--- config.mk ---
export PLATFORM = sky130hd
export DESIGN_NAME = fetch_unit
export DESIGN_NICKNAME = d
export VERILOG_FILES = /design/src/rtl/fetch_unit.sv
export SDC_FILE = /design/constraint.sdc
export NUM_CORES = 1
export LEC_CHECK = 0
export ABC_AREA = 1
export CORE_MARGIN = 1.5
export CORE_UTILIZATION = 50
export CTS_BUF_LIST = sky130_fd_sc_hd__clkbuf_2 sky130_fd_sc_hd__clkbuf_4 sky130_fd_sc_hd__clkbuf_8
export CTS_CLUSTER_SIZE = 20
export DETAILED_ROUTE_END_ITERATION = 8
export PLACE_DENSITY = 0.76
export SLEW_MARGIN = 20
export SYNTH_ARGS = -nofsm -noshare
export SYNTH_HDL_FRONTEND = slang
export SYNTH_SLANG_ARGS = --single-unit
--- constraint.sdc ---
create_clock -name clk -period 2.5 [get_ports clk]
set_input_delay 0.375 -clock clk [delete_from_list [all_inputs] [get_ports clk]]
set_output_delay 0.375 -clock clk [all_outputs]
set_load 0.05 [all_outputs]
--- src/rtl/fetch_unit.sv ---
// Instruction fetch unit: issues single-outstanding reads to instruction
// memory and queues returned words in a small prefetch buffer.
// Ports:
//   clk, rst (sync, active-low)
//   mem_req/mem_addr/mem_ack/mem_rdata : instruction memory read port
//   inst_valid/inst/inst_pc/inst_ready : head of prefetch buffer to CPU
//   redirect/redirect_pc               : branch/jump strobe and target
module fetch_unit #(
    parameter int ADDR_W = 12,
    parameter int INST_W = 19,
    parameter int DEPTH  = 4,
    parameter logic [ADDR_W-1:0] RESET_PC = '0
) (
    input  logic              clk,
    input  logic              rst,
    output logic              mem_req,
    output logic [ADDR_W-1:0] mem_addr,
    input  logic              mem_ack,
    input  logic [INST_W-1:0] mem_rdata,
    output logic              inst_valid,
    output logic [INST_W-1:0] inst,
    output logic [ADDR_W-1:0] inst_pc,
    input  logic              inst_ready,
    input  logic              redirect,
    input  logic [ADDR_W-1:0] redirect_pc
);

    localparam int PW = $clog2(DEPTH);
    localparam int CW = PW + 1;

    typedef enum logic [1:0] {IDLE, FETCH, DRAIN} state_t;

    state_t            state;
    logic [ADDR_W-1:0] fetch_pc;
    logic [ADDR_W-1:0] pend_addr;
    logic [PW-1:0]     wptr;
    logic [PW-1:0]     rptr;
    logic [CW-1:0]     count;

    logic [INST_W-1:0] data_q [DEPTH];
    logic [ADDR_W-1:0] pc_q   [DEPTH];

    logic req_int;
    logic valid_int;
    logic push;
    logic pop;

    // Request is a function of registered state; rst gates it so the
    // outputs are quiet during the reset cycle itself.
    assign req_int   = (state == DRAIN) ||
                       ((state == FETCH) && (count < CW'(DEPTH)));
    assign valid_int = (count != '0) && (state != IDLE);

    assign mem_req    = rst && req_int;
    assign mem_addr   = (state == DRAIN) ? pend_addr : fetch_pc;
    assign inst_valid = rst && valid_int;
    assign inst       = data_q[rptr];
    assign inst_pc    = pc_q[rptr];

    // Redirect wins over both buffer operations.
    assign push = rst && (state == FETCH) && req_int && mem_ack && !redirect;
    assign pop  = inst_valid && inst_ready && !redirect;

    always_ff @(posedge clk) begin
        if (!rst) begin
            state     <= IDLE;
            fetch_pc  <= RESET_PC;
            pend_addr <= '0;
            wptr      <= '0;
            rptr      <= '0;
            count     <= '0;
        end else begin
            unique case (state)
                IDLE: state <= FETCH;
                FETCH: begin
                    // Redirect with an unacked request: hold the old
                    // address until memory answers, then discard it.
                    if (redirect && req_int && !mem_ack) begin
                        state     <= DRAIN;
                        pend_addr <= fetch_pc;
                    end
                end
                DRAIN: begin
                    if (mem_ack) state <= FETCH;
                end
                default: state <= IDLE;
            endcase

            if (redirect) begin
                fetch_pc <= redirect_pc;
                wptr     <= '0;
                rptr     <= '0;
                count    <= '0;
            end else begin
                if (push) begin
                    fetch_pc <= fetch_pc + 1'b1;
                    wptr     <= wptr + 1'b1;
                end
                if (pop) rptr <= rptr + 1'b1;
                if (push && !pop)      count <= count + 1'b1;
                else if (!push && pop) count <= count - 1'b1;
            end
        end
    end

    always_ff @(posedge clk) begin
        if (push) begin
            data_q[wptr] <= mem_rdata;
            pc_q[wptr]   <= mem_addr;
        end
    end

endmodule

Yosys cells after proc, flatten, opt, wreduce, memory -nomap -nowiden
Memory sizes are Yosys's and may differ from the RTL's. A register that Yosys moved wholly into a read port is not among the register bits.
Cells that the tools add are included.
{"block": "word_totals", "regBits": 33, "word_cells": 60, "mem_count": 2, "output_inout_bits": 45, "input_bits": 36, "ram_bits": 124}
{"memory": "data_q", "depth": 4, "width": 19, "rd": 1, "rd_clocked_by_memory_dff": 1, "write_ports": 1, "line_no": "40", "source": "logic [INST_W-1:0] data_q [DEPTH];"}
{"memory": "pc_q", "depth": 4, "width": 12, "rd": 1, "rd_clocked_by_memory_dff": 1, "write_ports": 1, "line_no": "41", "source": "logic [ADDR_W-1:0] pc_q [DEPTH];"}
{"block": "op_classes", "order_cmp": 1, "n_addsub": 5, "n_reduce_logical": 27, "bitwise_logic": 1, "eq_ne": 4, "mux": 14}
{"operator": "2-to-1 mux 12 bit", "count": 3}
{"operator": "logical AND 1 bit", "count": 14}
{"operator": "adder 12 x 1 -> 12 bit, second input constant", "count": 1}
{"operator": "2-to-1 mux 2 bit", "count": 6}
{"operator": "2-to-1 mux 3 bit", "count": 2}
{"operator": "case mux 2 bit (3 select lines)", "count": 1}
{"operator": "nonzero test 2 bit", "count": 3}
{"operator": "adder 2 x 1 -> 2 bit, second input constant", "count": 2}
{"operator": "logical NOT 1 bit", "count": 4}
{"operator": "AND reduction 2 bit", "count": 2}
{"operator": "adder 3 x 1 -> 3 bit, second input constant", "count": 1}
{"operator": "less-than comparator 3 bit, second input constant", "count": 1}
{"operator": "nonzero test 3 bit", "count": 1}
{"operator": "subtractor 3 x 1 -> 3 bit, second input constant", "count": 1}
{"operator": "equality test 2 x 1 -> 1 bit, second input constant", "count": 1}
{"operator": "equality test 2 bit, second input constant", "count": 1}
{"operator": "logical NOT 2 bit", "count": 1}
{"operator": "2-to-1 mux 1 bit", "count": 2}
{"operator": "inequality test 2 x 1 -> 1 bit, second input constant", "count": 1}
{"operator": "inequality test 2 bit, second input constant", "count": 1}
{"operator": "OR reduction 2 bit", "count": 1}
{"operator": "logical OR 1 bit", "count": 1}
{"operator": "inverter 1 bit", "count": 1}

Logic depth before layout (Yosys ltp)
Gate-level depths: netlist (run 1).
{"block": "logic_depth", "depth_word": 10, "mapped_depth": 12, "depth_no_buf": 12}

Least setup slack after synthesis (run 1)
OpenSTA, ideal clock, no wires.
{"block": "synth_path", "kind": "input to register", "startpoint": "input redirect", "endpoint": "memory data_q[0][0] (enable)", "required_ps": 2081, "t_arrival_ps": 2236, "setup_slack_ps": -155, "cell_stages": 6, "setup_ps": 419, "n_path_buf": 1, "path_cell_list": "inv_1 buf_4 nand2_2 nor2_8 inv_4 nor2_1"}
{"block": "synth_between", "elab_chain_cells": 4}
{"element": "start, declared", "line_no": "24", "source": "input logic redirect,"}
{"element": "logical NOT 1 bit", "line_no": "61", "source": "assign push = rst && (state == FETCH) && req_int && mem_ack && !redirect;"}
{"element": "logical AND 1 bit", "line_no": "61"}
{"element": "named net push", "line_no": "45", "source": "logic push;"}
{"element": "2-to-1 mux 1 bit", "line_no": "107", "source": "if (push) begin"}
{"element": "2-to-1 mux 1 bit (not written as such)", "line_no": "108", "source": "data_q[wptr] <= mem_rdata;"}
{"element": "end, declared", "line_no": "40"}
The timed path passes the listed nets, and every way through them passes these cells.

Final worst setup path (run 1)
{"block": "layout_path", "startpoint": "register state[0]", "endpoint": "output mem_addr[6]"}
{"block": "layout_between", "elab_chain_cells": 2}
{"element": "start, declared", "line_no": "33", "source": "state_t state;"}
{"element": "start signal, assigned", "line_no": "66", "source": "state <= IDLE;"}
{"element": "start signal, assigned", "line_no": "74", "source": "IDLE: state <= FETCH;"}
{"element": "start signal, assigned", "line_no": "79", "source": "state <= DRAIN;"}
{"element": "equality test 2 bit", "line_no": "55", "source": "assign mem_addr = (state == DRAIN) ? pend_addr : fetch_pc;"}
{"element": "2-to-1 mux 12 bit", "line_no": "55"}
{"element": "end, declared", "line_no": "17", "source": "output logic [ADDR_W-1:0] mem_addr,"}
No other way between the ends.

==> summary.md, run 1 <==
| Metric | Value |
|---|---|
| Power density over the cells | `643 nW/µm²` |
| Worst vdd ir | `between 0.2 and 0.3 mV` |
| R2r setup slk | `460 ps` |
| Max-Cap Viols | `0` |
| Post-synthesis cell area | `between 6000 and 7000 µm²` |
| Lkg Pwr | `2.91 nW` |
| Wirelength, routed | `13400 µm` |
| Initial core utilization | `51.2%` |
| Crit path kind | `reg2out` |
| CTS sink cnt | `159` |
| Synthesized instance count | `585` |
| CTS root buffer | `clkbuf_8` |
| Clock Skew | `9.81 ps` |
| Hold_buf cts | `0` |
| CP endpoint kind | `primary output` |
| Power after layout | `5.18 mW` |
| Final max-slew violation count | `0` |
| Slowest CP cell | `o21ai_0` |
| RR Endpoint | `count[2]` |
| Worst Path Max Fanout | `24` |
| Vias per cell | `5.33` |
| Hold Startpoint | `pend_addr[1]` |
| # IOs | `81` |
| DP Area | `7660 µm²` |
| Number of fill cells in the layout | `984` |
| Commonest non-fill, non-tap cell in the layout | `edfxtp_1` |
| CP Data Arrival Time | `2000 ps` |
| Number of routed nets with antenna violations | `0` |
| Ys Warns | `0` |
| Die span in y | `117 µm` |
| Final worst path period share | `94.8%` |
| CP Launch Type | `flip-flop` |
| CTS tree | `done` |
| HP Class | `reg2reg` |
| CP peak stage delay | `about 660 ps` |
| Post-DP HPWL | `9010 µm` |
| Final Hold Vio Count | `0` |
| Endpoints failing setup | `0` |
| Total CTS buffers | `17` |
| Global-route usage over all layers | `21.0%` |
| Status | `finished clean` |
| DR vias | `4598` |
| Die width | `117 µm` |
| P&R area growth vs syn | `24.8%` |
| Worst-path clk slew | `70 ps` |
| Tightest Pin Transition | `808 ps` |
| Synth Net Count | `628` |
| DR iter-0 viols | `~460` |
| Fin area | `8060 µm²` |
| Register Area | `4430 µm²` |
| Vias in the first global route | `4478` |
| RePlAce Congestion | `0.853` |
| H-Tree Depth | `4` |
| Post-CTS setup buffer count | `0` |
| Final #Nets | `721` |
| First-pass GRT wire length | `approximately 21000 µm` |
| Tmin final | `2370 ps` |
| DR WL/cell | `15.6 µm` |
| Core footprint | `12600 µm²` |
| Yosys reg bits | `159` |
| IO Port Bufs | `80` |
| Hold endpoint | `pend_addr[1]` |
| Worst Path Required | `2120 ps` |
| Mean Syn Cell Area | `11.0 µm²` |
| Area of the multi-input gates | `1800 µm²` |
| # rows | `41` |
| Worst hold stages | `2` |
| GR Overflow Total | `0` |
| Layout cell share with drive strength beyond 1 | `17.1%` |
| # DRC | `0` |
| Relative slew slack | `45.6%` |
| Largest net degree at the start of global routing | `45` |
| N_diodes | `0` |
| Clock buffer depth | `2` |
| Unrepaired setup endpoints after global routing | `false` |
| CP cell instances | `nor2_1 -> buf_4 -> o21ai_0 -> buf_12` |
| Drt pass-1 iters | `7` |
| R2r startpoint | `state[0]` |
| Sequential-to-total area share from yosys stat | `roughly two thirds` |
| Skew-Pair Late Insertion Delay | `450 ps` |
| Worst setup path startpoint | `state[0]` |
| Most frequent cells in the layout | `124 x edfxtp_1, 93 x o21ai_0, 91 x nor2_1, 66 x nand2_1, 49 x buf_4` |
| Antenna violations before repair | `0` |
| Total die area | `13600 µm²` |
| R2r worst-path depth | `11` |
| Post-cts resize count | `1` |
| Fmax | `roughly 420 MHz` |
| Count of cell types in the netlist | `30` |
[registers in the layout, summed over array words and instances (netlist names), named ones only]
register   cells
count          3
data_q        76
wptr           2
state          2
fetch_pc      12
pend_addr     12
rptr           2
pc_q          48
[report_power, final]
part / leakage, nW / switching (mW) / internal, mW
registers: 1.40 / 0.0253 / 2.88
clock network: 0.189 / 0.872 / 1.01
logic: 1.32 / 0.237 / 0.163
[metrics by stage]
step | TNS [ps] | hold slack [ps] | utilization, % | std cells | worst slack (ps)
4_1_cts | 0 | 494 | 63.9 | 862 | 21.6
3_5_place_dp | 0 | 478 | 60.7 | 831 | 111
3_3_place_gp | 0 | 469 | 60.7 | 831 | 170
5_1_grt | 0 | 507 | 63.9 | 862 | 10.2
2_1_floorplan | -19230 | 455 | - | 585 | -155
6_report | 0 | 490 | 63.9 | 862 | 130
[per-layer routing]
metal,GRT usage [%],part of all wire [%]
met1,24.8,42
met4,10.4,2.2
met2,35.8,50
met3,5.24,6.0
met5,0,0
[critical path: cells and delay by family, from the launching register on]
| kind | cells | cell delay [ps] |
|---|---|---|
| buffers and inverters | 2 | 430 |
| AND/OR/NAND/NOR | 1 | 70 |
| AO/OA/AOI/OAI | 1 | 660 |
| flip-flops | 1 | 390 |
[synthesized netlist by cell type]
master    count  area, µm²
inv_4         1       6.26
nand3_1      15       75.1
dfxtp_1      35        701
o22ai_1      31        194
nand2_1      66        248
nand4_1       3       18.8
inv_2         3       11.3
buf_2         4       20.0
nor2_8        1       20.0
a21boi_0      2       15.0
fa_1          1       20.0
a21oi_1      27        135
or2_2         1       6.26
nand3_2       1       10.0
nand2_2       4       25.0
buf_4         3       22.5
nand2_4       1       11.3
ha_1          6       75.1
inv_1        32        120
and2_1        1       6.26
edfxtp_1    124       3720
o21a_1        1       7.51
a31oi_1       1       6.26
nor2_2        2       12.5
nor2_4        2       22.5
clkinv_1      1       3.75
clkbuf_1     21       78.8
o21ai_0      98        490
nor2_1       95        357
xor2_1        2       17.5
[cells by family (layout without fill, tap and decap cells)]
family / after synthesis / in the layout / share of synthesized area [%]
XOR/XNOR: 2 / 2 / 0.271
adder cells (fa/ha/maj): 7 / 7 / 1.47
flip-flops: 159 / 159 / 68.5
AO/OA/AOI/OAI: 160 / 160 / 13.1
AND/OR/NAND/NOR: 192 / 192 / 12.6
buffers and inverters: 65 / 170 / 4.07
[how the worst max path moves through the flow]
stage	slack [ps]	endpoint
after floorplan	-160	data_q[0][0]
after global placement	170	count[2]
after detailed placement	110	count[2]
after CTS	20	mem_addr[7]
after global routing	10	mem_addr[6]
final	130	mem_addr[6]
[final cells by class]
| cell class | count | area share, % |
|---|---|---|
| clock inverters | 11 | 1.77 |
| multi-input cells | 361 | 22.4 |
| clock buffers | 20 | 3.18 |
| flip-flops and latches | 159 | 54.9 |
| inverters | 37 | 1.75 |
| repair buffers | 102 | 13.4 |
| well taps | 172 | 2.67 |
Power figures use the tool's default switching activity.
==> run 2: changes to the inputs <==
--- a/config.mk
+++ b/config.mk
@@ -5,13 +5,15 @@
 export SDC_FILE = /design/constraint.sdc
 export NUM_CORES = 1
 export LEC_CHECK = 0
-export ABC_AREA = 1
+export ABC_AREA = 0
 export CORE_MARGIN = 1.5
 export CORE_UTILIZATION = 50
 export CTS_BUF_LIST = sky130_fd_sc_hd__clkbuf_2 sky130_fd_sc_hd__clkbuf_4 sky130_fd_sc_hd__clkbuf_8
 export CTS_CLUSTER_SIZE = 20
 export DETAILED_ROUTE_END_ITERATION = 8
+export MAX_ROUTING_LAYER = met4
 export PLACE_DENSITY = 0.76
+export SKIP_CTS_REPAIR_TIMING = 1
 export SLEW_MARGIN = 20
 export SYNTH_ARGS = -nofsm -noshare
 export SYNTH_HDL_FRONTEND = slang
==> summary.md, run 2 <==
| Metric | Value |
|---|---|
| CP Data Arrival Time | `2000 ps (about the same)` |
| Worst vdd ir | `0.319 mV (+13%)` |
| Sequential Power Share | `57.3% (+1.2 points)` |
| # IOs | `81 (unchanged)` |
| Synth Area in Simple Gates | `6.01% (-6.6 points)` |
| Number of routed nets with antenna violations | `0 (unchanged)` |
| Clock share of power | `35.1% (-1.1 points)` |
| Met3 routed WL | `534 µm (-33%)` |
| Die width | `115 µm (-1.4%)` |
| Top cells by count, synth | `124 x edfxtp_1, 35 x dfxtp_1, 31 x mux4_2` |
| Yosys reg bits | `159 (unchanged)` |
| Mean Syn Cell Area | `17.7 µm² (+60%)` |
| Worst-path clk slew | `80 ps (about the same)` |
| Core footprint | `12100 µm² (-4.0%)` |
| Worst Path Required | `2120 ps (about the same)` |
| CP endpoint kind | `primary output` |
| Tmin final | `2380 ps (+7.67 ps)` |
| Largest register by flop count | `data_q` |
| Largest register FFs | `76 (unchanged)` |
| IO Port Bufs | `80 (unchanged)` |
| GR Overflow Total | `0 (unchanged)` |
| Final worst path period share | `95.1% (+0.31 points)` |
| Post-Place Setup Slack | `-24.9 ps (-136 ps)` |
| Leading area contributor after synthesis | `edfxtp_1` |
| Antenna violations before repair | `0 (unchanged)` |
| Commonest non-fill, non-tap cell in the layout | `edfxtp_1` |
| Status | `finished clean` |
| Leading post-synthesis cells by cell area | `edfxtp_1 59%, dfxtp_1 11%, mux4_2 11%` |
| Clock Skew | `8.91 ps (-0.903 ps)` |
| Layout cell share with drive strength beyond 1 | `31.7% (+15 points)` |
| Synth Area in Compound Gates | `2.85% (-10 points)` |
| Post-synthesis cell area | `6270 µm² (-2.9%)` |
| P&R area growth vs syn | `29.3%` |
| Initial core utilization | `51.8% (+0.59 points)` |
| Post-DP HPWL | `7570 µm (-16%)` |
| Post-synth EDFFs | `124 (unchanged)` |
| DR iter-0 viols | `230 (-50%)` |
| Vias in the first global route | `3577 (-20%)` |
| Post-Synth XOR/XNOR Area | `1.82% (+1.5 points)` |
| Vias per cell | `5.39 (+0.99%)` |
| Int Power | `3.93 mW (-3.0%)` |
| Global-route usage over all layers | `18.9% (-2.0 points)` |
| N_diodes | `0 (unchanged)` |
| CTS sink cnt | `159 (unchanged)` |
| DR WL/cell | `17.4 µm (+12%)` |
| HP Class | `reg2reg` |
| Final critical-path setup slack | `122 ps (-7.67 ps)` |
| Skew-Pair Late Insertion Delay | `450 ps (about the same)` |
| # rows | `40 (-2.4%)` |
| Top-count cell post-synth | `edfxtp_1` |
| Top cell type's share of synthesized area | `59.4% (+1.7 points)` |
| Final TNS setup | `0 ps (unchanged)` |
| RePlAce Congestion | `0.802 (-6.0%)` |
| Fin area | `8110 µm² (+0.54%)` |
| Switch share | `22.5% (+0.64 points)` |
| Synth async-reset ratio | `0% (unchanged)` |
| CTS tree | `done` |
| Unrepaired setup endpoints after global routing | `false` |
| Final max-slew violation count | `0 (unchanged)` |
| Switching power | `1.14 mW (+0.64%)` |
| Tightest Pin Transition | `439 ps (-369 ps)` |
| Relative slew slack | `70.7% (+25 points)` |
| Mux cell area share after synthesis | `15.5% (+16 points)` |
| Most frequent cells in the layout | `124 x edfxtp_1, 37 x buf_12, 35 x clkdlybuf4s50_1, 34 x dfxtp_1, 31 x mux4_2` |
| DR vias | `3453 (-25%)` |
| Total die area | `13200 µm² (-2.9%)` |
| Max-Cap Viols | `0 (unchanged)` |
| H-Tree Depth | `4 (unchanged)` |
| Drt pass-1 iters | `4 (-3)` |
| CTS root buffer | `clkbuf_8` |
| Fmax | `421 MHz (-0.32%)` |
| Top_reg_cell synth | `edfxtp_1` |
| Crit path kind | `reg2out` |
| Die span in y | `115 µm (-1.4%)` |
| Met2 WL | `5610 µm (-16%)` |
| Uppermost routed layer | `met4` |
| # DRC | `0 (unchanged)` |
| DP Area | `7720 µm² (+0.80%)` |
| Clock buffer depth | `2 (unchanged)` |
| Largest family of logic cells by synthesized area | `multiplexers` |
| Post-Synth Adder-Cell Area | `1.52% (+0.044 points)` |
| Power density over the cells | `625 nW/µm² (-2.7%)` |
| First-pass GRT wire length | `17900 µm (-16%)` |
| Largest net degree at the start of global routing | `32 (-29%)` |
| Count of cell types in the netlist | `40 (+33%)` |
| Synthesized instance count | `355 (-39%)` |
| Power after layout | `5.07 mW (-2.2%)` |
| Lkg Pwr | `2.74 nW (-5.7%)` |
| Final #Nets | `503 (-30%)` |
| Endpoints failing setup | `0 (unchanged)` |
| Ys Warns | `0 (unchanged)` |
| Worst Path Max Fanout | `14 (-42%)` |
| Synth Net Count | `398 (-37%)` |
| CP Launch Type | `flip-flop` |
| Top flop regs | `data_q (76), pc_q (48)` |
| Total CTS buffers | `17 (unchanged)` |
| Final Hold Vio Count | `0 (unchanged)` |
| Wirelength, routed | `11100 µm (-17%)` |
| Logic pwr share | `7.6% (about the same)` |
| Sequential-to-total area share from yosys stat | `70.6% (+2.1 points)` |
| Met1 wire length | `4800 µm (-15%)` |
run 2: changes by cell type in the layout (fill, tap and decap cells not counted), moves of 7 or more:
cell     change
xnor2_1      +7
nor2_1      -83
buf_12      +19
buf_4       -19
mux2i_1     +14
inv_1       -24
o21ai_0     -80
a21oi_1     -17
nor2b_1     +13
nand2_1     -55
mux2_2      +12
o22ai_1     -31
nand3_1     -12
mux4_2      +31
run 2: path summary, 6_finish.rpt:
kind	from	endpoint	slack (ps)	depth (start not counted)
worst max-delay path	state[1]	mem_addr[2]	120	3
worst min-delay path	wptr[1]	wptr[1]	510	2
worst max register to register	count[0]	count[2]	390	9
worst min register to register	wptr[1]	wptr[1]	510	2
run 2: area by class of cell:
| type | instances | area [µm²] |
|---|---|---|
| clock buffer | 17 | 234 |
| clock inverter | 15 | 146 |
| fill | 853 | 4010 |
| tap | 168 | 210 |
| timing repair buffer | 102 | 1320 |
| multi-input combinational | 172 | 1740 |
| sequential | 159 | 4430 |
| inverter | 8 | 30.0 |
run 2: logic make-up after synthesis:
family	after synthesis
buf+inv	24
fa+ha+maj	7
xor+xnor	13
flops	159
compound gates	31
simple gates	64
mux	57
run 2: power by group through the flow:
stage	clock network (mW)	logic [mW]	registers (mW)
2_1_floorplan	0	0.204	2.96
3_3_place_gp	0	0.373	2.96
3_5_place_dp	0	0.383	2.97
4_1_cts	1.83	0.385	2.91
5_1_grt	1.92	0.406	2.91
6_report	1.78	0.383	2.91
run 2: worst max-delay path, cell delays in order, from the launching register on:
cell	delay [ps]
dfxtp_1	440
or2b_2	490
mux2_2	400
buf_4	210
run 2: through the flow:
step	utilization (%)	hold WS (ps)	instances
4_1_cts	66.9	508	641
6_report	66.9	508	641
5_1_grt	66.9	538	641
3_3_place_gp	63.8	482	609
2_1_floorplan	-	469	355
3_5_place_dp	63.8	503	609
run 2: routing by layer:
metal / vias to the layer above / track usage, %
met2: 93 / 30.8
met5: - / -
met3: 21 / 4.59
met1: 1739 / 23.0
met4: 0 / 7.65
li1: 1600 / -
==> patch (settings of run 2) <==
Change the parameter `DEPTH` from 4 to 2.
--- a/src/rtl/fetch_unit.sv
+++ b/src/rtl/fetch_unit.sv
@@ -8,7 +8,7 @@
 module fetch_unit #(
     parameter int ADDR_W = 12,
     parameter int INST_W = 19,
-    parameter int DEPTH  = 4,
+    parameter int DEPTH  = 2,
     parameter logic [ADDR_W-1:0] RESET_PC = '0
 ) (
     input  logic              clk,
Formal check against the unedited RTL: not equivalent (a bounded check fails within 4 cycles, from zero or initial values and one cycle with rst low).
==> patch against run 2 <==
  * Clock skew shrank 0.0019 ns
  * Non-clock buffer count shrank 10
  * Global-route usage grew 0.83 points
  * Critical path depth is the same
  * First-iteration DRC count shrank 52%
  * Sequential share of layout area shrank 7.6 points
  * Synthesized area shrank 39%
  * Die area shrank 38%
  * Setup slack gained 0.068 ns
  * Sequential cell count shrank 66
  * Total power shrank 40%
  * Wire length shrank 35%
  * Design area shrank 35%
==> patch: results (changes against run 2) <==
* Filler cells at 481 (was 853)
* Reg2reg path depth at 4 (was 9)
* CTS H-tree depth at 3 (was 4)
* Crit-path slowest cell: or2b_1 (was or2b_2)
* Lkg Pwr at 1.99 nW (was 2.74 nW)
* Clk_skew at 0.00705 ns (was 0.00891 ns)
* CP Launch Point: state[0] (was state[1])
* Number of CTS-inserted buffers at 9 (was 17)
* Post-synthesis compound-gate area fraction at 4.42% (was 2.85%)
* Critical Path AT at 1.93 ns (was 2.00 ns)
* WL met2 at 3550 um (was 5610 um)
* Metal-1 WL at 3350 um (was 4800 um)
* Total Routed Length at 7290 um (was 11100 um)
* Synth cell types at 39 (was 40)
* Hpwl dp at 5070 um (was 7570 um)
* Xor/xnor cell area share of the yosys netlist at 2.98% (was 1.82%)
* Synth top cells by count: 62 x edfxtp_1, 43 x mux2_2, 31 x dfxtp_1 (was 124 x edfxtp_1, 35 x dfxtp_1, 31 x mux4_2)
* WHS at 0.504 ns (was 0.508 ns)
* Post-synth EDFFs at 62 (was 124)
* Layout cell share with drive strength beyond 1 at 33.7% (was 31.7%)
* DR WL met3 at 264 um (was 534 um)
* Status: completed (unchanged)
* Worst R2R End: fetch_pc[11] (was count[2])
* VDD IR max at 0.000424 V (was 0.000319 V)
* Synth area leaders: edfxtp_1 49%, dfxtp_1 16%, mux2_2 13%, mux2i_1 3.4%, nor2b_1 2.0% (was edfxtp_1 59%, dfxtp_1 11%, mux4_2 11%, mux2i_1 2.2%, mux2_2 2.2%)
-- patch: cell count changes after synthesis, sizes merged, moves of 4 or more --
| cell | before | now |
|---|---|---|
| mux4 | 31 | 0 |
| mux2 | 12 | 43 |
| inv | 8 | 3 |
| nand2 | 11 | 7 |
| and3 | 8 | 0 |
| ha | 6 | 2 |
| dfxtp | 35 | 31 |
| edfxtp | 124 | 62 |
-- patch: routing by layer --
metal | vias up | GRT usage (%)
met5 | - | -
met4 | 0 | 7.54
met3 | 9 | 3.20
met2 | 64 | 32.7
met1 | 1120 | 24.5
li1 | 1161 | -
-- patch: worst reg2reg max path: stages, from the launching register on --
cell and delay [ns]:
dfxtp_1 0.44, nand3_2 0.15, or2_2 0.35, or4_1 0.46, a31oi_1 0.17
-- patch: logic make-up after synthesis --
kind of cell,count (synthesis)
AOI/OAI and AO/OA,29
xor gates and xnor gates,13
adders and majority gates,2
buffers and inverters,18
DFF,93
muxes,56
and+or+nand+nor,55
-- patch: power breakdown --
part,total [mW],internal (mW),switching (mW)
Clock,0.985,0.474,0.511
Sequential,1.70,1.67,0.0306
Combinational,0.344,0.164,0.179
Total,3.03,2.31,0.721
-- patch: layout make-up --
class	instances	area, um^2	share of cell area, %
clock buffer	10	131	2.49
clock inverter	6	62.6	1.18
inverter	3	11.3	0.213
multi-input combinational	155	1270	24.0
sequential	93	2480	47.0
tap	99	124	2.34
timing repair buffer	92	1200	22.8
-- patch: per-stage QoR --
step	std cells	util, %	power, mW	cell area, um^2	setup slack [ns]
finish	458	72.1	3.03	5290	0.190
detailed placement	442	69.4	2.08	5090	0.335
floorplan	266	-	1.92	3820	0.0771
global route	458	72.1	3.13	5290	0.0871
CTS	458	72.1	3.05	5290	0.142
global placement	442	69.4	2.07	5090	0.378
